### src/rtl/pipe_pkg.sv
// Shared pipeline types: stage occupancy encoding, counter defaults and the
// per-stage payload layouts that instantiating modules flatten onto in_data.
package pipe_pkg;

    localparam int unsigned PIPE_STAGE_CNT_W_DEFAULT = 8;

    localparam int unsigned XLEN   = 32;
    localparam int unsigned REG_W  = 5;
    localparam int unsigned IMM_W  = 16;
    localparam int unsigned OP_W   = 6;

    // Encoded as {out_valid, skid_valid}; 2'b01 cannot occur.
    typedef enum logic [1:0] {
        EMPTY = 2'b00,
        ONE   = 2'b10,
        TWO   = 2'b11
    } stage_state_t;

    typedef struct packed {
        logic [XLEN-1:0] instr;
        logic [XLEN-1:0] pc_curr;
        logic [XLEN-1:0] pc_next;
    } if_id_payload_t;

    typedef struct packed {
        logic [XLEN-1:0]  rs_data;
        logic [XLEN-1:0]  rt_data;
        logic [XLEN-1:0]  pc_curr;
        logic [XLEN-1:0]  pc_next;
        logic [IMM_W-1:0] imm;
        logic [REG_W-1:0] rs;
        logic [REG_W-1:0] rt;
        logic [REG_W-1:0] rd;
        logic [OP_W-1:0]  op;
    } id_ex_payload_t;

    typedef struct packed {
        logic [XLEN-1:0]  mem_addr;
        logic [XLEN-1:0]  alu_data;
        logic [XLEN-1:0]  pc_curr;
        logic [XLEN-1:0]  pc_next;
        logic [IMM_W-1:0] imm;
        logic [REG_W-1:0] rs;
        logic [REG_W-1:0] rt;
        logic [REG_W-1:0] rd;
        logic [OP_W-1:0]  op;
    } ex_mem_payload_t;

    typedef struct packed {
        logic [XLEN-1:0]  wb_data;
        logic [XLEN-1:0]  pc_curr;
        logic [REG_W-1:0] rd;
        logic             wb_en;
        logic [OP_W-1:0]  op;
    } mem_wb_payload_t;

    localparam int unsigned IF_ID_W  = $bits(if_id_payload_t);
    localparam int unsigned ID_EX_W  = $bits(id_ex_payload_t);
    localparam int unsigned EX_MEM_W = $bits(ex_mem_payload_t);
    localparam int unsigned MEM_WB_W = $bits(mem_wb_payload_t);

endpackage

### src/rtl/sat_counter.sv
// Saturating up-counter with synchronous active-low clear; shared by the
// performance-monitoring counters.
module sat_counter #(
    parameter int unsigned WIDTH = 8
) (
    input  logic             clk,
    input  logic             clr_n,
    input  logic             inc,
    output logic [WIDTH-1:0] count
);

    localparam logic [WIDTH-1:0] MAX_VAL = {WIDTH{1'b1}};

    always_ff @(posedge clk) begin
        if (!clr_n) begin
            count <= '0;
        end else if (inc && (count != MAX_VAL)) begin
            count <= count + WIDTH'(1);
        end
    end

endmodule

### src/rtl/pipe_stage_hs.sv
// Inter-stage pipeline register with valid/ready handshake, 2-entry skid
// buffer, synchronous branch flush and a saturating stall-cycle counter.
module pipe_stage_hs
    import pipe_pkg::*;
#(
    parameter int unsigned DATA_W     = 16,
    parameter int unsigned CNT_W      = PIPE_STAGE_CNT_W_DEFAULT,
    parameter bit          FLUSH_SKID = 1'b1
) (
    input  logic              clk,
    input  logic              rst,
    input  logic              flush,
    input  logic              in_valid,
    output logic              in_ready,
    input  logic [DATA_W-1:0] in_data,
    input  logic              in_br,
    output logic              out_valid,
    input  logic              out_ready,
    output logic [DATA_W-1:0] out_data,
    output logic              out_br,
    output logic [CNT_W-1:0]  stall_cnt
);

    if ((DATA_W < 1) || (DATA_W > 256)) begin : g_bad_data_w
        $error("pipe_stage_hs: DATA_W must be in 1..256");
    end

    stage_state_t      state;
    logic [DATA_W-1:0] skid_data;
    logic              skid_br;
    logic              skid_valid;
    logic              in_xfer;
    logic              out_xfer;

    // Valid flags are the state flops themselves.
    assign out_valid  = state[1];
    assign skid_valid = state[0];
    assign in_xfer    = in_valid & in_ready;
    assign out_xfer   = out_valid & out_ready;

    // Occupancy FSM: output entry, skid entry and registered in_ready.
    always_ff @(posedge clk) begin
        if (!rst) begin
            state     <= EMPTY;
            in_ready  <= 1'b1;
            out_data  <= '0;
            out_br    <= 1'b0;
            skid_data <= '0;
            skid_br   <= 1'b0;
        end else begin
            unique case (state)
                EMPTY: begin
                    in_ready <= 1'b1;
                    if (!flush && in_xfer) begin
                        out_data <= in_data;
                        out_br   <= in_br;
                        state    <= ONE;
                    end
                end
                ONE: begin
                    if (flush) begin
                        state    <= EMPTY;
                        in_ready <= 1'b1;
                    end else if (in_xfer && out_xfer) begin
                        out_data <= in_data;
                        out_br   <= in_br;
                        in_ready <= 1'b1;
                    end else if (in_xfer) begin
                        skid_data <= in_data;
                        skid_br   <= in_br;
                        state     <= TWO;
                        in_ready  <= 1'b0;
                    end else if (out_xfer) begin
                        state    <= EMPTY;
                        in_ready <= 1'b1;
                    end
                end
                TWO: begin
                    // Flush either empties the stage or promotes the skid entry.
                    if (flush && FLUSH_SKID) begin
                        state    <= EMPTY;
                        in_ready <= 1'b1;
                    end else if (flush || out_xfer) begin
                        out_data  <= skid_data;
                        out_br    <= skid_br;
                        skid_data <= '0;
                        skid_br   <= 1'b0;
                        state     <= ONE;
                        in_ready  <= 1'b1;
                    end else begin
                        in_ready <= 1'b0;
                    end
                end
                default: begin
                    state    <= EMPTY;
                    in_ready <= 1'b1;
                end
            endcase
        end
    end

    sat_counter #(
        .WIDTH (CNT_W)
    ) u_stall_cnt (
        .clk   (clk),
        .clr_n (rst),
        .inc   (out_valid & ~out_ready),
        .count (stall_cnt)
    );

endmodule

### config.mk
export PLATFORM = sky130hd
export DESIGN_NAME = pipe_stage_hs
export DESIGN_NICKNAME = d
export VERILOG_FILES = /design/src/rtl/pipe_pkg.sv /design/src/rtl/sat_counter.sv /design/src/rtl/pipe_stage_hs.sv
export SDC_FILE = /design/constraint.sdc
export NUM_CORES = 1
export LEC_CHECK = 0
export BUFFER_PORTS_ARGS = -buffer_cell sky130_fd_sc_hd__buf_2
export CAP_MARGIN = 20
export CORE_MARGIN = 2
export CORE_UTILIZATION = 49
export DETAILED_ROUTE_END_ITERATION = 16
export PLACE_DENSITY_LB_ADDON = 0.25
export SETUP_SLACK_MARGIN = 0.2
export SYNTH_ARGS = -nofsm -noshare
export SYNTH_HDL_FRONTEND = slang
export SYNTH_HIERARCHICAL = 1
export SYNTH_SLANG_ARGS = --single-unit
### constraint.sdc
create_clock -name clk -period 1.5 [get_ports clk]
set_input_delay 0.075 -clock clk [delete_from_list [all_inputs] [get_ports clk]]
set_output_delay 0.075 -clock clk [all_outputs]
set_load 0.01 [all_outputs]
---- Yosys cells after proc, flatten, opt, wreduce, memory -nomap -nowiden ----
Cells that the tools add are included.
storage, ports and cells
  bits of input ports ..................... 22
  logic and storage cells ................. 76
  bits in registers ....................... 45
  output and inout port bits .............. 27
cells by class
  bitwise logic cells ..................... 4
  add/subtract/negate cells ............... 1
  muxes and demuxes ....................... 39
  reduce and logical (&&, ||, !) cells .... 11
  equal/unequal tests ..................... 14
operator list
  operator             number
  $mux 16              10
  $pmux 16 s3          1
  $pmux 16 s2          1
  $mux 1               16
  $mux 2               7
  $ne 2x2->1 const B   7
  $reduce_and 6->1     2
  $add 8x1->8 const B  1
  $ne 8x8->1 const B   1
  $ne 3x3->1 const B   2
  $pmux 2 s3           1
  $ne 5x5->1 const B   1
  $eq 2x2->1 const B   2
  $ne 4x4->1 const B   1
  $pmux 1 s2           2
  $reduce_and 4->1     1
  $and 1x1->1          3
  $logic_and 1x1->1    3
  $pmux 1 s3           1
  $reduce_bool 3->1    1
  $logic_not 2->1      1
  $reduce_bool 2->1    1
  $logic_not 1->1      1
  $logic_or 1x1->1     1
  $not 1->1            1

---- Logic depth before layout (Yosys ltp) ----
Gate-level depths: netlist of run 1.
  word-level depth ........................ 6
  depth in mapped cells ................... 6
  gate-level depth less buffers ........... 4

---- Modules after synthesis ----
The synthesis of run 1 kept the hierarchy.
modules (own cells, without submodules)
  module         sequential area each (µm²)  area each (µm²)  times used  cells each
  pipe_stage_hs  740.7                       1973.1           1           234
  sat_counter    160.2                       404.1            1           47

---- Least setup slack after synthesis of run 1 ----
No wires, ideal clock.
  kind .................................... reg2reg
  start point ............................. register state[1]
  end point ............................... register out_data[13]
  setup slack ............................. -67 ps
  cell stages (with the launch flop) ...... 6
  arrival time ............................ 1445 ps
  clock period less this slack ............ 1567 ps
  data required time ...................... 1378 ps
  buffers on the path ..................... 2
  setup time .............................. 122 ps
  path through ............................ dfxtp_1 -> nor2b_1 -> or4_4 -> buf_6 -> buf_12 -> mux2i_1
between the ends
  cells in the longest elaborated chain, start to end .. 4
  elaborated cells between the ends (all ways) .. 14
  classes of those cells .................. eq/ne: 7; mux: 1; bitwise: 1; reduce/logical: 5
ends and longest elaborated chain
  what                                                   RTL line                                  source
  start, declared                                        pipe_stage_hs.sv:28                       stage_state_t state;
  start signal, assigned                                 pipe_stage_hs.sv:44                       state <= EMPTY;
  start signal, assigned                                 pipe_stage_hs.sv:57                       state <= ONE;
  start signal, assigned                                 pipe_stage_hs.sv:62                       state <= EMPTY;
  $and 1x1->1                                            pipe_stage_hs.sv:39                       assign out_xfer = out_valid & out_ready;
  $logic_or 1x1->1 or $logic_and 1x1->1 (tied branches)  pipe_stage_hs.sv:83, pipe_stage_hs.sv:64
  $ne 2x2->1 (no line)                                   n/a
  $reduce_and 6->1 (no line)                             n/a
  end signal, assigned                                   pipe_stage_hs.sv:55                       out_data <= in_data;
  end signal, assigned                                   pipe_stage_hs.sv:65                       out_data <= in_data;
  end signal, assigned                                   pipe_stage_hs.sv:84                       out_data <= skid_data;
  end, declared                                          pipe_stage_hs.sv:19                       output logic [DATA_W-1:0] out_data,
Parallel ways exist; a longest one is shown, timed or not.
A chain may end at the register's enable or synchronous reset.

---- Final worst setup path of run 1 ----
  start point ............................. register state[1]
  end point ............................... register out_data[14]
Same word-level chain as after synthesis.

==> flow_results.org, run 1 <==
** CTS
- Maximum buffer depth of the clock tree :: 2
- CTS Root Buffer Type :: sky130_fd_sc_hd__clkbuf_8
- Clock tree synthesis found a total of 45 sinks.
- Clock tree from TritonCTS :: yes
- Source-to-sink clock delay at the later pin of the worst-skew pair :: 0.30 ns
- CTS built an H-tree with a depth of 2.
- In this run, CTS created clock tree buffers numbering 5.
- Clk slew on worst S/H paths :: 0.09 ns

** Layout
- The final layout contains ~350 nets.
- Count of antenna diodes in the layout :: 0
- Area growth, synth to finish :: 21.26%
- For this run, the number of standard cells in the final layout without fillers is 383.
- Fraction of final layout cells sized beyond drive strength 1 :: between 20% and 30%

** Placement
- HPWL after detailed placement :: about 3.8 mm
- In this run the tool buffered the top-level ports with 48 buffer cells.
- The congestion estimate from routability-driven global placement came to ~0.81.
- Placed cell count :: 370

** STA
- Based on the critical path, the design can be clocked at up to ~680 MHz.
- Setup repair after global routing missed its margin :: yes
- TNS Setup :: 0 ns
- The final count of pins violating max slew was 0.
- Across the routed clock network, the largest skew measured is ~0.0053 ns.
- The final critical path takes up between 90% and 100% of the cycle.
- Fin. Hold Viols :: 0
- Post-layout minimum cycle time :: between 1 and 1.5 ns
- Relative slew slack :: between 60% and 70%
- Setup violations remaining at the end of the flow were counted as 0.
- At the pin with the least slew margin, the transition time is between 0.5 and 0.6 ns.

** Drt
- First-iteration detailed-routing DRC count :: 137
- Summed over all layers, the routed wires come to between 6 and 7 mm.
- Number of search-and-repair iterations in the first detailed-routing pass :: 5
- Drt wl/cell :: ~16 µm
- Vias per cell :: 5.828
- Remaining antenna violation count after routing :: 0
- Via count :: roughly 2200
- Remaining DRCs :: 0

** Global routing
- Entering global routing, the biggest net connects 35 pins.
- Global-route wire length before repair :: around 10 mm
- Overall fraction of global-route tracks in use :: between 20% and 30%
- The number of antenna violations at the first check in global routing came to 0.
- Via count of the first global-routing pass :: between 2000 and 2500
- For this run the aggregate overflow at the end of global routing stands at 0.

** Logic synthesis
- Cell accounting for the most synthesized area :: sky130_fd_sc_hd__dfxtp_1
- Syn nets :: roughly 300
- For this run, the leading register cell type out of synthesis is sky130_fd_sc_hd__dfxtp_1.
- Of the total synthesized cell area, the portion taken by XOR and XNOR cells is 0%.
- Post-synth ARST share :: 0%
- Measured against the total synthesized area, the mux share comes to under 10%.
- Combinational family with the most area after synthesis :: simple AND/OR/NAND/NOR gates
- The mapped netlist covers roughly 0.0024 mm².
- Counting flops with a built-in enable in the synthesized netlist gives 0.
- The Yosys step of the flow raised 6 warnings.
- Summing the sequential cell areas from Yosys gives between 30% and 40% of the chip area.
- The netlist uses between 40 and 50 different library cells.
- The synthesized netlist devotes 23.32% of its cell area to compound gates.
- Synthesized flop and latch total :: 45
- Mapped Cells :: 281
- Top-area cell type share of the netlist area :: a little under two fifths
- Fraction of the mapped netlist area in simple logic gates :: 24.16%
- Synth area leaders :: sky130_fd_sc_hd__dfxtp_1 (38%), sky130_fd_sc_hd__mux2i_1 (8.0%), sky130_fd_sc_hd__nand2_1 (6.5%), sky130_fd_sc_hd__nand3b_1 (5.4%), sky130_fd_sc_hd__o211ai_1 (5.4%)
- A synthesized cell averages around 8.5 µm².
- Post-synthesis adder-cell area fraction :: 0.5263%

** Worst setup path
- STA classifies the critical path startpoint as a flop.
- Worst Path Required :: roughly 1.7 ns
- Arrival time at the worst endpoint :: between 1.5 and 2 ns
- Critical path endpoint category :: flop
- Setup Crit Path Kind :: flop to flop
- Worst Path Max Fanout :: 6

** Floorplanning
- The die covers about 0.0054 mm².
- Measured along the y axis, the die boundary spans between 70 and 80 µm.
- Die Wd :: between 70 and 80 µm
- between 40 and 50 I/O pins were placed.
- Standard-cell row count :: 25
- The floorplan step defined a core boundary enclosing roughly 0.0047 mm².
- Initial cell density of the core :: between 50 and 60%

** Hold path
- Hold Path Class :: primary input to flop

** Pwr
- Dividing total power by cell area gives a power density of about 820 mW/mm².
- Static power due to leakage :: ~1.2 nW
- IR analysis of the VDD net gives a maximum drop of about 0.37 mV.

** Job
- Max cap viols :: 0

** Outcome
- Status :: completed
[cells in the final DEF, fill, tap and decap left out, types with 2 or more instances in the layout]
cell type	n
sky130_fd_sc_hd__o211ai_1	17
sky130_fd_sc_hd__and3_1	19
sky130_fd_sc_hd__dfxtp_2	5
sky130_fd_sc_hd__a21oi_1	5
sky130_fd_sc_hd__nand4_1	2
sky130_fd_sc_hd__buf_4	14
sky130_fd_sc_hd__dfxtp_1	40
sky130_fd_sc_hd__nand2_1	41
sky130_fd_sc_hd__buf_2	48
sky130_fd_sc_hd__nand2b_1	2
sky130_fd_sc_hd__or4_4	3
sky130_fd_sc_hd__buf_6	3
sky130_fd_sc_hd__mux2i_1	19
sky130_fd_sc_hd__nand3b_1	17
sky130_fd_sc_hd__a31oi_1	18
sky130_fd_sc_hd__o21ai_0	12
sky130_fd_sc_hd__inv_1	2
sky130_fd_sc_hd__o21bai_1	2
sky130_fd_sc_hd__o21ai_1	6
sky130_fd_sc_hd__clkbuf_8	6
sky130_fd_sc_hd__a21boi_1	15
sky130_fd_sc_hd__a21boi_0	3
sky130_fd_sc_hd__nor3_1	3
[final cells by class]
class                           count  area (µm²)
Multi-Input combinational cell    207        1401
Fill cell                         429        1809
Timing Repair Buffer               66       399.1
Clock buffer                        6       82.58
Sequential cell                    45       907.1
Clock inverter                      2       13.76
Tap cell                           54       67.56
Inverter                            3       11.26
[flip-flops by register name, summed over array words and instances (netlist names)]
signal / flops
out_br: 1
skid_br: 1
skid_data: 16
u_stall_cnt/count: 8
in_ready: 1
state: 2
out_data: 16
[kinds of logic after synthesis]
kind of cell / after synthesis
buffers and inverters: 31
AND/OR/NAND/NOR: 101
adder cells (fa/ha/maj): 1
multiplexers: 19
flip-flops: 45
AO/OA/AOI/OAI: 84
[routing by layer]
metal | global-route usage [%] | up-vias | share of wire, % | wire [µm]
li1 | - | 1129 | - | -
met1 | 32.99 | 1037 | 48 | 2951
met3 | 4.664 | 2 | 4.5 | 276
met4 | 4.444 | 0 | 0.36 | 22
met2 | 36.71 | 64 | 47 | 2880
met5 | 0 | - | 0 | 0
[report_power, final]
part / switching, W / internal, W / total [W]
registers: 0.0000268 / 0.00124 / 0.00126
clock network: 0.000431 / 0.000374 / 0.000805
logic: 0.000170 / 0.000131 / 0.000301
total: 0.000628 / 0.00174 / 0.00237
[timing repair]
item                       CTS  global route
setup buffers                2             1
gates cloned                 2             0
setup endpoints to repair   36            38
hold buffers                 0             0
resized for setup            6             5
pin swaps                    6             5
[cells in the mapped netlist, types with 6 or more instances]
library cell	number
sky130_fd_sc_hd__a31oi_1	18
sky130_fd_sc_hd__dfxtp_1	45
sky130_fd_sc_hd__clkbuf_1	22
sky130_fd_sc_hd__and3_1	19
sky130_fd_sc_hd__nand3b_1	17
sky130_fd_sc_hd__a21oi_1	6
sky130_fd_sc_hd__o211ai_1	17
sky130_fd_sc_hd__o21ai_1	6
sky130_fd_sc_hd__a21boi_1	15
sky130_fd_sc_hd__mux2i_1	19
sky130_fd_sc_hd__o21ai_0	12
sky130_fd_sc_hd__nand2_1	41
[per-stage QoR]
step	hold WS [ns]	power (W)	instance area [µm²]	util, %	setup WS (ns)
after floorplan	0.1468	0.001474	2409	-	0.003603
after global placement	0.3239	0.001570	2708	57.71	0.06682
after detailed placement	0.3289	0.001576	2708	57.71	0.05275
after CTS	0.06877	0.002375	2854	60.83	0.05110
after global routing	0.09656	0.002457	2883	61.44	0.01112
final	0.08057	0.002370	2883	61.44	0.03467
[final timing paths]
check	from	endpoint	cells after the start	slack, ns
min	flush	state[1]$_SDFFE_PN0P_	2	0.08
max	state[1]$_SDFFE_PN0P_	out_data[14]$_SDFFE_PN0P_	4	0.03
min reg2reg	out_data[3]$_SDFFE_PN0P_	out_data[3]$_SDFFE_PN0P_	2	0.46
max reg2reg	state[1]$_SDFFE_PN0P_	out_data[14]$_SDFFE_PN0P_	4	0.03
[worst max-delay path, stage by stage (launching register included)]
cell and delay (ns):
sky130_fd_sc_hd__dfxtp_2 0.35, sky130_fd_sc_hd__nor2b_4 0.15, sky130_fd_sc_hd__buf_6 0.11, sky130_fd_sc_hd__or4_4 0.58, sky130_fd_sc_hd__mux2i_1 0.15
Note: power is estimated with default switching activity, not from simulation.
==> inputs of run 2 (changes only) <==
- BUFFER_PORTS_ARGS: -buffer_cell sky130_fd_sc_hd__buf_2 -> -buffer_cell sky130_fd_sc_hd__clkbuf_2
- CELL_PAD_IN_SITES_DETAIL_PLACEMENT: not set -> 1
- CELL_PAD_IN_SITES_GLOBAL_PLACEMENT: not set -> 1
- CORE_UTILIZATION: 49 -> 36
- REMOVE_ABC_BUFFERS: not set -> 1
==> run 2 against run 1 <==
Against the previous run:
- the run now ends with negative setup slack left
- global-route usage shrank 4.1 points
- clock power down 4.8%
- combinational power is 10% higher
- non-clock buffer count is 17 higher
- sequential share of layout area is 2.2 points lower
- count of clock-buffer cells in the layout rose by 1
- fmax shrank 5.3%
- highest routed layer unchanged
==> flow_results.org, run 2 (synthesis gave the netlist of run 1 again) <==
** Worst setup path
- Critical path endpoint category :: flop (unchanged)
- The start-to-end type of the worst setup path is flop to flop (unchanged).
- The path depth of the worst reg2reg path was 4 (unchanged).
- Arrival time at the worst endpoint :: 1.73 ns (was 1.64 ns)
- The required arrival time at the worst endpoint is 1.68 ns (about the same).
- The critical path's largest stage delay is 0.55 ns (was 0.58 ns).
- Critical R2R Capture :: out_data[1]$_SDFFE_PN0P_ (was out_data[14]$_SDFFE_PN0P_)
- Timing startpoint of the critical path :: state[1]$_SDFFE_PN0P_ (unchanged)
- The kind of start point of the critical path is a flop (unchanged).
- CP max-delay cell :: sky130_fd_sc_hd__or4_4 (unchanged)
- Crit-path cells: and2b_1 -> or4_4 -> buf_12 -> mux2i_2 (was nor2b_4 -> buf_6 -> or4_4 -> mux2i_1).
- Startpoint of the worst register-to-register path :: state[1]$_SDFFE_PN0P_ (unchanged)
- Worst Path Max Fanout :: 8 (was 6)
- The register-to-register setup slack was -0.05 ns (was 0.03 ns).

** Placement
- Placed cell count :: 405 (was 370)
- Number of buffer cells added on primary ports :: 48 (unchanged)
- HPWL after detailed placement :: 4.753 mm (was 3.823 mm)
- Gp weighted congestion :: 0.7287 (was 0.8069)

** CTS
- CTS Root Buffer Type :: sky130_fd_sc_hd__clkbuf_8 (unchanged)
- The clock slew seen by the registers of the worst setup and hold paths was 0.09 ns (about the same).
- Number of buffers added by the clock tree synthesis step :: 5 (unchanged)
- Total number of clock tree sinks :: 45 (unchanged)
- The TritonCTS clock tree is yes (unchanged).
- The number of H-tree levels is 2 (unchanged).
- Source-to-sink clock delay at the later pin of the worst-skew pair :: 0.29 ns (was 0.30 ns)
- Number of hold-repair buffers added at the cts stage :: 0 (unchanged)
- The number of buffers on the longest clock path is 2 (unchanged).

** STA
- Max Slew Vio Count :: 0 (unchanged)
- The worst setup slack after layout came to -0.04785 ns (was 0.03467 ns).
- Fin. Hold Viols :: 0 (unchanged)
- Largest clock skew in the final design :: 0.005016 ns (was 0.005270 ns)
- The relative slew slack came to 78.85% (was 65.47%).
- The worst slack on hold paths was 0.04429 ns (was 0.08057 ns).
- The maximum operating frequency came to 646.1 MHz (was 682.4 MHz).
- Final setup violation count :: 17 (was 0)
- The slew at the pin closest to its max-slew limit is 0.3168 ns (was 0.5179 ns).
- Post-layout minimum cycle time :: 1.548 ns (was 1.465 ns)
- Setup repair after global routing missed its margin: yes (unchanged).
- Final period util :: 103.2% (was 97.69%)

** Hold path
- The start point of the worst min-delay path is flush (unchanged).
- The worst hold path stage count is 2 (unchanged).
- Hold Crit Endpoint :: state[1]$_SDFFE_PN0P_ (unchanged)
- Hold Path Class :: primary input to flop (unchanged)

** Drt
- Drt wl/cell :: 17.26 µm (was 16.00 µm)
- Number of search-and-repair iterations in the first detailed-routing pass :: 6 (was 5)
- First-iteration detailed-routing DRC count :: 103 (was 137)
- Vias per cell :: 5.624 (was 5.828)
- Drt total wl :: 7.250 mm (was 6.129 mm)
- The via count is 2362 (was 2232).
- The DRC violations left is 0 (unchanged).
- Remaining antenna violation count after routing :: 0 (unchanged)

** Pwr
- Peak ir drop on the vdd network :: 0.3802 mV (was 0.3727 mV)
- The leakage power total was 1.325 nW (was 1.241 nW).
- The cell area power density is 760.9 mW/mm² (was 822.2 mW/mm²).

** Global routing
- Total overflow reported by the global router :: 0 (unchanged)
- The overall track demand over capacity in global routing was 19.09% (was 23.23%).
- Via count of the first global-routing pass :: 2289 (was 2074)
- The global-route wire length before repair came to 11.21 mm (was 9.887 mm).
- The number of antenna violations at the first check in global routing was 0 (unchanged).
- The largest net degree at the start of global routing was 35 (unchanged).

** Layout
- Leading cell type in the layout, fill and taps excluded :: sky130_fd_sc_hd__clkbuf_2 (was sky130_fd_sc_hd__buf_2)
- The number of standard cells in the layout, taps in and fillers out was 420 (was 383).
- The share of the core filled with cells was 48.55% (was 61.44%).
- Area growth, synth to finish :: 30.42% (was 21.26%)
- Highest-count cells in the layout ignoring fill and taps :: sky130_fd_sc_hd__clkbuf_2 (48), sky130_fd_sc_hd__dfxtp_1 (43), sky130_fd_sc_hd__nand2_1 (41) (was sky130_fd_sc_hd__buf_2 (48), sky130_fd_sc_hd__nand2_1 (41), sky130_fd_sc_hd__dfxtp_1 (40))
- Post-layout nets :: 366 (was 351)
- The fraction of layout instances using a drive strength above 1 was 31.20% (was 28.27%).
- The antenna diode count came to 0 (unchanged).
- Registers with the highest flip-flop counts :: out_data x16, skid_data x16, u_stall_cnt/count x8 (unchanged)

** Job
- Max cap viols :: 0 (unchanged)

** Floorplanning
- The row count is 29 (was 25).
- Die Wd :: 85.26 µm (was 73.66 µm)
- Area enclosed by the die boundary :: 0.007269 mm² (was 0.005425 mm²)
- The starting utilization of the core area is 37.23% (was 50.67%).
- Placeable core region :: 0.006386 mm² (was 0.004692 mm²)
- The number of top-level design ports came to 49 (unchanged).
- Y dimension of the die :: 85.26 µm (was 73.66 µm)

** Outcome
- Failing checks :: negative setup slack
- Status :: complete, but fails checks (was completed)
run 2: how the worst max path moves through the flow:
stage                                            to  slack, ns  cells after the start
final                      out_data[1]$_SDFFE_PN0P_      -0.05                      4
after global placement     out_data[0]$_SDFFE_PN0P_      0.008                      3
after floorplan           skid_data[3]$_SDFFE_PN0P_      -0.95                      3
after CTS                  out_data[0]$_SDFFE_PN0P_      -0.01                      4
after global routing       out_data[1]$_SDFFE_PN0P_      -0.09                      4
after detailed placement   out_data[1]$_SDFFE_PN0P_      -0.04                      3
run 2: stage by stage:
stage | setup TNS [ns] | total power [W] | setup slack, ns | instance area, µm²
after CTS | -0.04685 | 0.002382 | -0.01231 | 2958
final | -0.3383 | 0.002359 | -0.04785 | 3100
after floorplan | -25.55 | 0.001439 | -0.9461 | 2243
after global routing | -1.065 | 0.002471 | -0.08788 | 3100
after detailed placement | -0.5329 | 0.001597 | -0.03929 | 2798
after global placement | 0 | 0.001588 | 0.008257 | 2798
run 2: critical path, delay by kind of cell, from the launching register on:
kind,cells,cell delay (ns)
mux,1,0.14
simple gates,2,0.74
buf+inv,1,0.17
flops,1,0.37
run 2: layout make-up:
cell class	instances	area (µm²)
inverters	3	11.26
fillers	760	3286
clock buffers	7	86.33
well taps	77	96.34
repair buffers	83	584.3
flip-flops and latches	45	908.4
multi-input cells	205	1414
run 2: layer usage:
layer | track usage, % | part of all wire (%) | up-vias
met3 | 2.918 | 3.1 | 6
met5 | 0 | 0 | -
met1 | 25.06 | 47 | 1164
li1 | - | - | 1150
met4 | 3.896 | 0.83 | 0
met2 | 33.24 | 49 | 42
run 2: where the power goes:
| part | leakage, nW | total, W | switching, W | internal [W] |
|---|---|---|---|---|
| combinational | 0.914 | 0.000332 | 0.000179 | 0.000153 |
| sequential | 0.367 | 0.00126 | 0.0000264 | 0.00123 |
| clock | 0.0443 | 0.000766 | 0.000400 | 0.000366 |
run 2: what timing repair did:
action                                  in CTS  in global routing
endpoints found under the setup margin      41                 42
buffers inserted                             4                  2
gates resized for setup                      7                 20
cloned                                       0                  2
pin swaps                                    6                  8
==> inputs of run 3 (changes only) <==
- ABC_AREA: not set -> 1
- CORE_UTILIZATION: 36 -> 34
- SKIP_LAST_GASP: not set -> 1
==> run 3 against run 2 <==
Against the previous run:
- the run now ends clean
- synthesized area increased by 3.6%
- fmax increased by 21%
- register-to-register slack improved by 0.26 ns
- critical path depth increased by 4
- sequential share of layout area decreased by 1.0 points
- clock power increased by 28%
- power increased by 26%
- critical path type unchanged
==> flow_results.org, run 3 <==
** Outcome
- Status: completed (was complete, but fails checks).

** STA
- Setup repair after global routing missed its margin: yes (unchanged).
- The setup TNS came to 0 ns (was -0.3383 ns).
- The post-route clock period utilization was 85.56% (was 103.2%).
- The worst slack on hold paths was 0.1059 ns (was 0.04429 ns).
- Final setup violation count :: 0 (was 17)
- The maximum operating frequency came to 779.2 MHz (was 646.1 MHz).
- The slew at the pin closest to its max-slew limit is 0.3086 ns (was 0.3168 ns).
- The clock period minus worst slack came to 1.283 ns (was 1.548 ns).
- Max Slew Vio Count :: 0 (unchanged)
- The worst clock skew on the final layout is 0.01060 ns (was 0.005016 ns).
- The relative slew slack came to 79.43% (was 78.85%).
- Fin. Hold Viols :: 0 (unchanged)

** Floorplanning
- The number of top-level design ports is 49 (unchanged).
- The starting utilization of the core area came to 34.50% (was 37.23%).
- Placeable core region :: 0.007137 mm² (was 0.006386 mm²)
- Y dimension of the die :: 89.10 µm (was 85.26 µm)
- The row count came to 31 (was 29).
- The width of the chip was 89.10 µm (was 85.26 µm).
- Area enclosed by the die boundary :: 0.007939 mm² (was 0.007269 mm²)

** Layout
- Highest-count cells in the layout ignoring fill and taps :: sky130_fd_sc_hd__nand2_1 (122), sky130_fd_sc_hd__nor2_1 (60), sky130_fd_sc_hd__clkbuf_2 (48) (was sky130_fd_sc_hd__clkbuf_2 (48), sky130_fd_sc_hd__dfxtp_1 (43), sky130_fd_sc_hd__nand2_1 (41))
- The fill cell total of the finished layout is 947 (was 760).
- The area taken by flip-flops and latches came to 914.6 µm² (was 908.4 µm²).
- Count of antenna diodes in the layout :: 0 (unchanged)
- The most frequent standard cell in the layout excluding fill and tap cells is sky130_fd_sc_hd__nand2_1 (was sky130_fd_sc_hd__clkbuf_2).
- Multi-input combinational cell area :: 0.001398 mm² (was 0.001414 mm²)
- Fraction of final layout cells sized beyond drive strength 1 :: 32.35% (was 31.20%)
- Post-layout nets :: 464 (was 366)
- Final non-filler cell total :: 541 (was 420)
- Registers with the highest flip-flop counts :: out_data x16, skid_data x16, u_stall_cnt/count x8 (unchanged)
- The share of the core filled with cells is 45.35% (was 48.55%).
- The area overhead of the layout relative to synthesis came to 31.45% (was 30.42%).

** Placement
- The placer's final routability congestion estimate was 0.8462 (was 0.7287).
- The instance count after placement with tap cells included is 520 (was 405).
- Number of buffer cells added on primary ports :: 48 (unchanged)
- The post-detailed-placement half-perimeter wirelength was 4.531 mm (was 4.753 mm).

** Worst setup path
- Setup Crit Path Kind :: flop to flop (unchanged)
- Worst reg-to-reg setup slack :: 0.22 ns (was -0.05 ns)
- The kind of start point of the critical path is a flop (unchanged).
- Worst Path Max Fanout :: 7 (was 8)
- Startpoint of the worst register-to-register path :: in_ready$_SDFFE_PN1P_ (was state[1]$_SDFFE_PN0P_)
- The endpoint of the worst-slack reg-to-reg timing path is skid_data[15]$_SDFFE_PN0P_ (was out_data[1]$_SDFFE_PN0P_).
- The arrival time of the worst setup path was 1.49 ns (was 1.73 ns).
- The path depth of the worst reg2reg path is 8 (was 4).
- The required arrival time at the worst endpoint came to 1.71 ns (was 1.68 ns).
- The element type at the critical path end is a flop (unchanged).

** Drt
- First-iteration detailed-routing DRC count :: 70 (was 103)
- Vias per cell :: 4.482 (was 5.624)
- The detailed-routing iteration count for the pre-antenna-repair pass was 5 (was 6).
- The total wirelength of the detailed-routed design was 6.760 mm (was 7.250 mm).
- The via count was 2425 (was 2362).
- Drt wl/cell :: 12.50 µm (was 17.26 µm)
- Remaining antenna violation count after routing :: 0 (unchanged)
- The DRC violations left is 0 (unchanged).

** Logic synthesis
- Unique masters post-synth :: 25 (was 41)
- The number of warning messages in the yosys log is 6 (unchanged).
- The cell with the most instances after synthesis is sky130_fd_sc_hd__nand2_1 (was sky130_fd_sc_hd__dfxtp_1).
- The library cell with the largest summed area after synthesis was sky130_fd_sc_hd__dfxtp_1 (unchanged).
- The average size of a mapped cell is 6.514 µm² (was 8.460 µm²).
- The number of instances in the synthesized netlist was 378 (was 281).
- Count of flip-flops with a built-in enable after synthesis :: 0 (unchanged)
- The sequential share of the synthesized area was 36.59% (was 37.89%).
- The share of Yosys cell area claimed by the top area cell type came to 36.59% (was 37.89%).
- Top cells by count, synth :: sky130_fd_sc_hd__nand2_1 (128), sky130_fd_sc_hd__nor2_1 (68), sky130_fd_sc_hd__dfxtp_1 (45), sky130_fd_sc_hd__inv_1 (35), sky130_fd_sc_hd__nand3_1 (26) (was sky130_fd_sc_hd__dfxtp_1 (45), sky130_fd_sc_hd__nand2_1 (41), sky130_fd_sc_hd__clkbuf_1 (22), sky130_fd_sc_hd__and3_1 (19), sky130_fd_sc_hd__mux2i_1 (19))
- Synth area leaders :: sky130_fd_sc_hd__dfxtp_1 (37%), sky130_fd_sc_hd__nand2_1 (20%), sky130_fd_sc_hd__nor2_1 (10%), sky130_fd_sc_hd__inv_1 (5.3%), sky130_fd_sc_hd__nand3_1 (5.3%) (was sky130_fd_sc_hd__dfxtp_1 (38%), sky130_fd_sc_hd__mux2i_1 (8.0%), sky130_fd_sc_hd__nand2_1 (6.5%), sky130_fd_sc_hd__nand3b_1 (5.4%), sky130_fd_sc_hd__o211ai_1 (5.4%))
- The synthesized cell area was 0.002462 mm² (was 0.002377 mm²).
- Synthesized flop and latch total :: 45 (unchanged)
- The top flip-flop cell by instance count after synthesis is sky130_fd_sc_hd__dfxtp_1 (unchanged).
- The async set-reset flop share out of synthesis is 0% (unchanged).

** Hold path
- Hold Crit Endpoint :: skid_data[11]$_SDFFE_PN0P_ (was state[1]$_SDFFE_PN0P_)
- The start point of the worst min-delay path is in_data[11] (was flush).
- The worst hold path stage count is 5 (was 2).
- Hold Path Class :: primary input to flop (unchanged)

** Global routing
- Overall fraction of global-route tracks in use :: 17.12% (was 19.09%)
- Number of antenna violations at the first check in global routing :: 0 (unchanged)
- Global-route wire length before repair :: 10.76 mm (was 11.21 mm)
- Largest net degree at the start of global routing :: 35 (unchanged)
- Total overflow reported by the global router :: 0 (unchanged)
- Via count of the first global-routing pass :: 2459 (was 2289)

** Pwr
- The cell area power density was 917.7 mW/mm² (was 760.9 mW/mm²).
- The leakage power total came to 1.649 nW (was 1.325 nW).
- The worst voltage drop across the vdd grid was 0.3398 mV (was 0.3802 mV).

** CTS
- The clock net sink count came to 45 (unchanged).
- Number of buffers added by the clock tree synthesis step :: 5 (unchanged)
- The clock root buffer is sky130_fd_sc_hd__clkbuf_8 (unchanged).
- Clk slew on worst S/H paths :: 0.09 ns (about the same)
- The number of buffers on the longest clock path was 2 (unchanged).
- Source-to-sink clock delay at the later pin of the worst-skew pair :: 0.30 ns (was 0.29 ns)
- H-tree levels :: 2 (unchanged)
- Clock tree from TritonCTS :: yes (unchanged)

** Job
- The max-cap violation count was 0 (unchanged).
[run 3: cell types whose count changed after synthesis, sizes merged, moves of 18 or more]
cell    delta
a31oi     -18
a21boi    -19
and3      -18
nand3     +27
mux2i     -19
clkbuf    -18
inv       +38
nor2      +93
nand2     +94
[run 3: layout make-up]
cell class	instances	area share, %
timing repair buffer	72	15.50
clock buffer	6	2.551
timing repair inverter	1	0.5025
clock inverter	2	1.160
inverter	40	5.025
multi-input combinational	276	43.18
sequential	45	28.26
tap	99	3.827
[run 3: worst max path at each step]
stage / slack, ns / endpoint / start
final: 0.22 / skid_data[15]$_SDFFE_PN0P_ / in_ready$_SDFFE_PN1P_
after detailed placement: -0.07 / skid_data[8]$_SDFFE_PN0P_ / state[1]$_SDFFE_PN0P_
after floorplan: -0.11 / out_data[0]$_SDFFE_PN0P_ / state[1]$_SDFFE_PN0P_
after global routing: 0.12 / skid_br$_SDFFE_PN0P_ / state[1]$_SDFFE_PN0P_
after global placement: 0.02 / skid_data[9]$_SDFFE_PN0P_ / state[1]$_SDFFE_PN0P_
after CTS: 0.19 / out_data[6]$_SDFFE_PN0P_ / state[1]$_SDFFE_PN0P_
[run 3: cell families (layout without fill, tap and decap cells)]
kind of cell | Yosys count | count (layout) | synth area share [%]
fa+ha+maj | 1 | 1 | 0.5080
simple gates | 262 | 262 | 48.88
flops | 45 | 45 | 36.59
compound gates | 13 | 13 | 2.744
buf+inv | 57 | 121 | 11.28
[run 3: per-stage QoR]
stage / instance area [µm²] / setup WS (ns) / total power (W)
after floorplan: 2340 / -0.1149 / 0.001695
after global placement: 2806 / 0.02434 / 0.001887
after detailed placement: 2806 / -0.07315 / 0.001907
after CTS: 3064 / 0.1891 / 0.002982
after global routing: 3237 / 0.1246 / 0.003151
final: 3237 / 0.2166 / 0.002970
[run 3: worst max-delay path, stage by stage, from the launching register on]
cell,delay (ns)
sky130_fd_sc_hd__dfxtp_4,0.37
sky130_fd_sc_hd__nand2_4,0.11
sky130_fd_sc_hd__inv_1,0.09
sky130_fd_sc_hd__nor2_4,0.16
sky130_fd_sc_hd__nor2_8,0.08
sky130_fd_sc_hd__nand2_8,0.13
sky130_fd_sc_hd__clkinv_8,0.12
sky130_fd_sc_hd__nor2_4,0.10
sky130_fd_sc_hd__nor2_2,0.03
[run 3: timing repair]
item	in CTS	in global routing
endpoints found under the setup margin	42	41
gates resized for setup	24	28
hold buffers	0	0
gates cloned	1	2
pin swaps	4	2
setup buffers	5	5
[run 3: routing by layer]
metal | GRT usage [%] | up-vias | part of all wire [%] | routed length, µm
li1 | - | 1265 | - | -
met5 | 0 | - | 0 | 0
met2 | 32.12 | 39 | 53 | 3566
met3 | 3.878 | 5 | 3.4 | 228
met1 | 19.76 | 1116 | 43 | 2918
met4 | 3.528 | 0 | 0.70 | 47
[run 3: power by group]
part | leakage, nW | switching (W) | total (W) | internal, W
clock | 0.0574 | 0.000439 | 0.000981 | 0.000542
sequential | 0.370 | 0.0000602 | 0.00134 | 0.00128
combinational | 1.22 | 0.000368 | 0.000647 | 0.000279
total | 1.65 | 0.000867 | 0.00297 | 0.00210
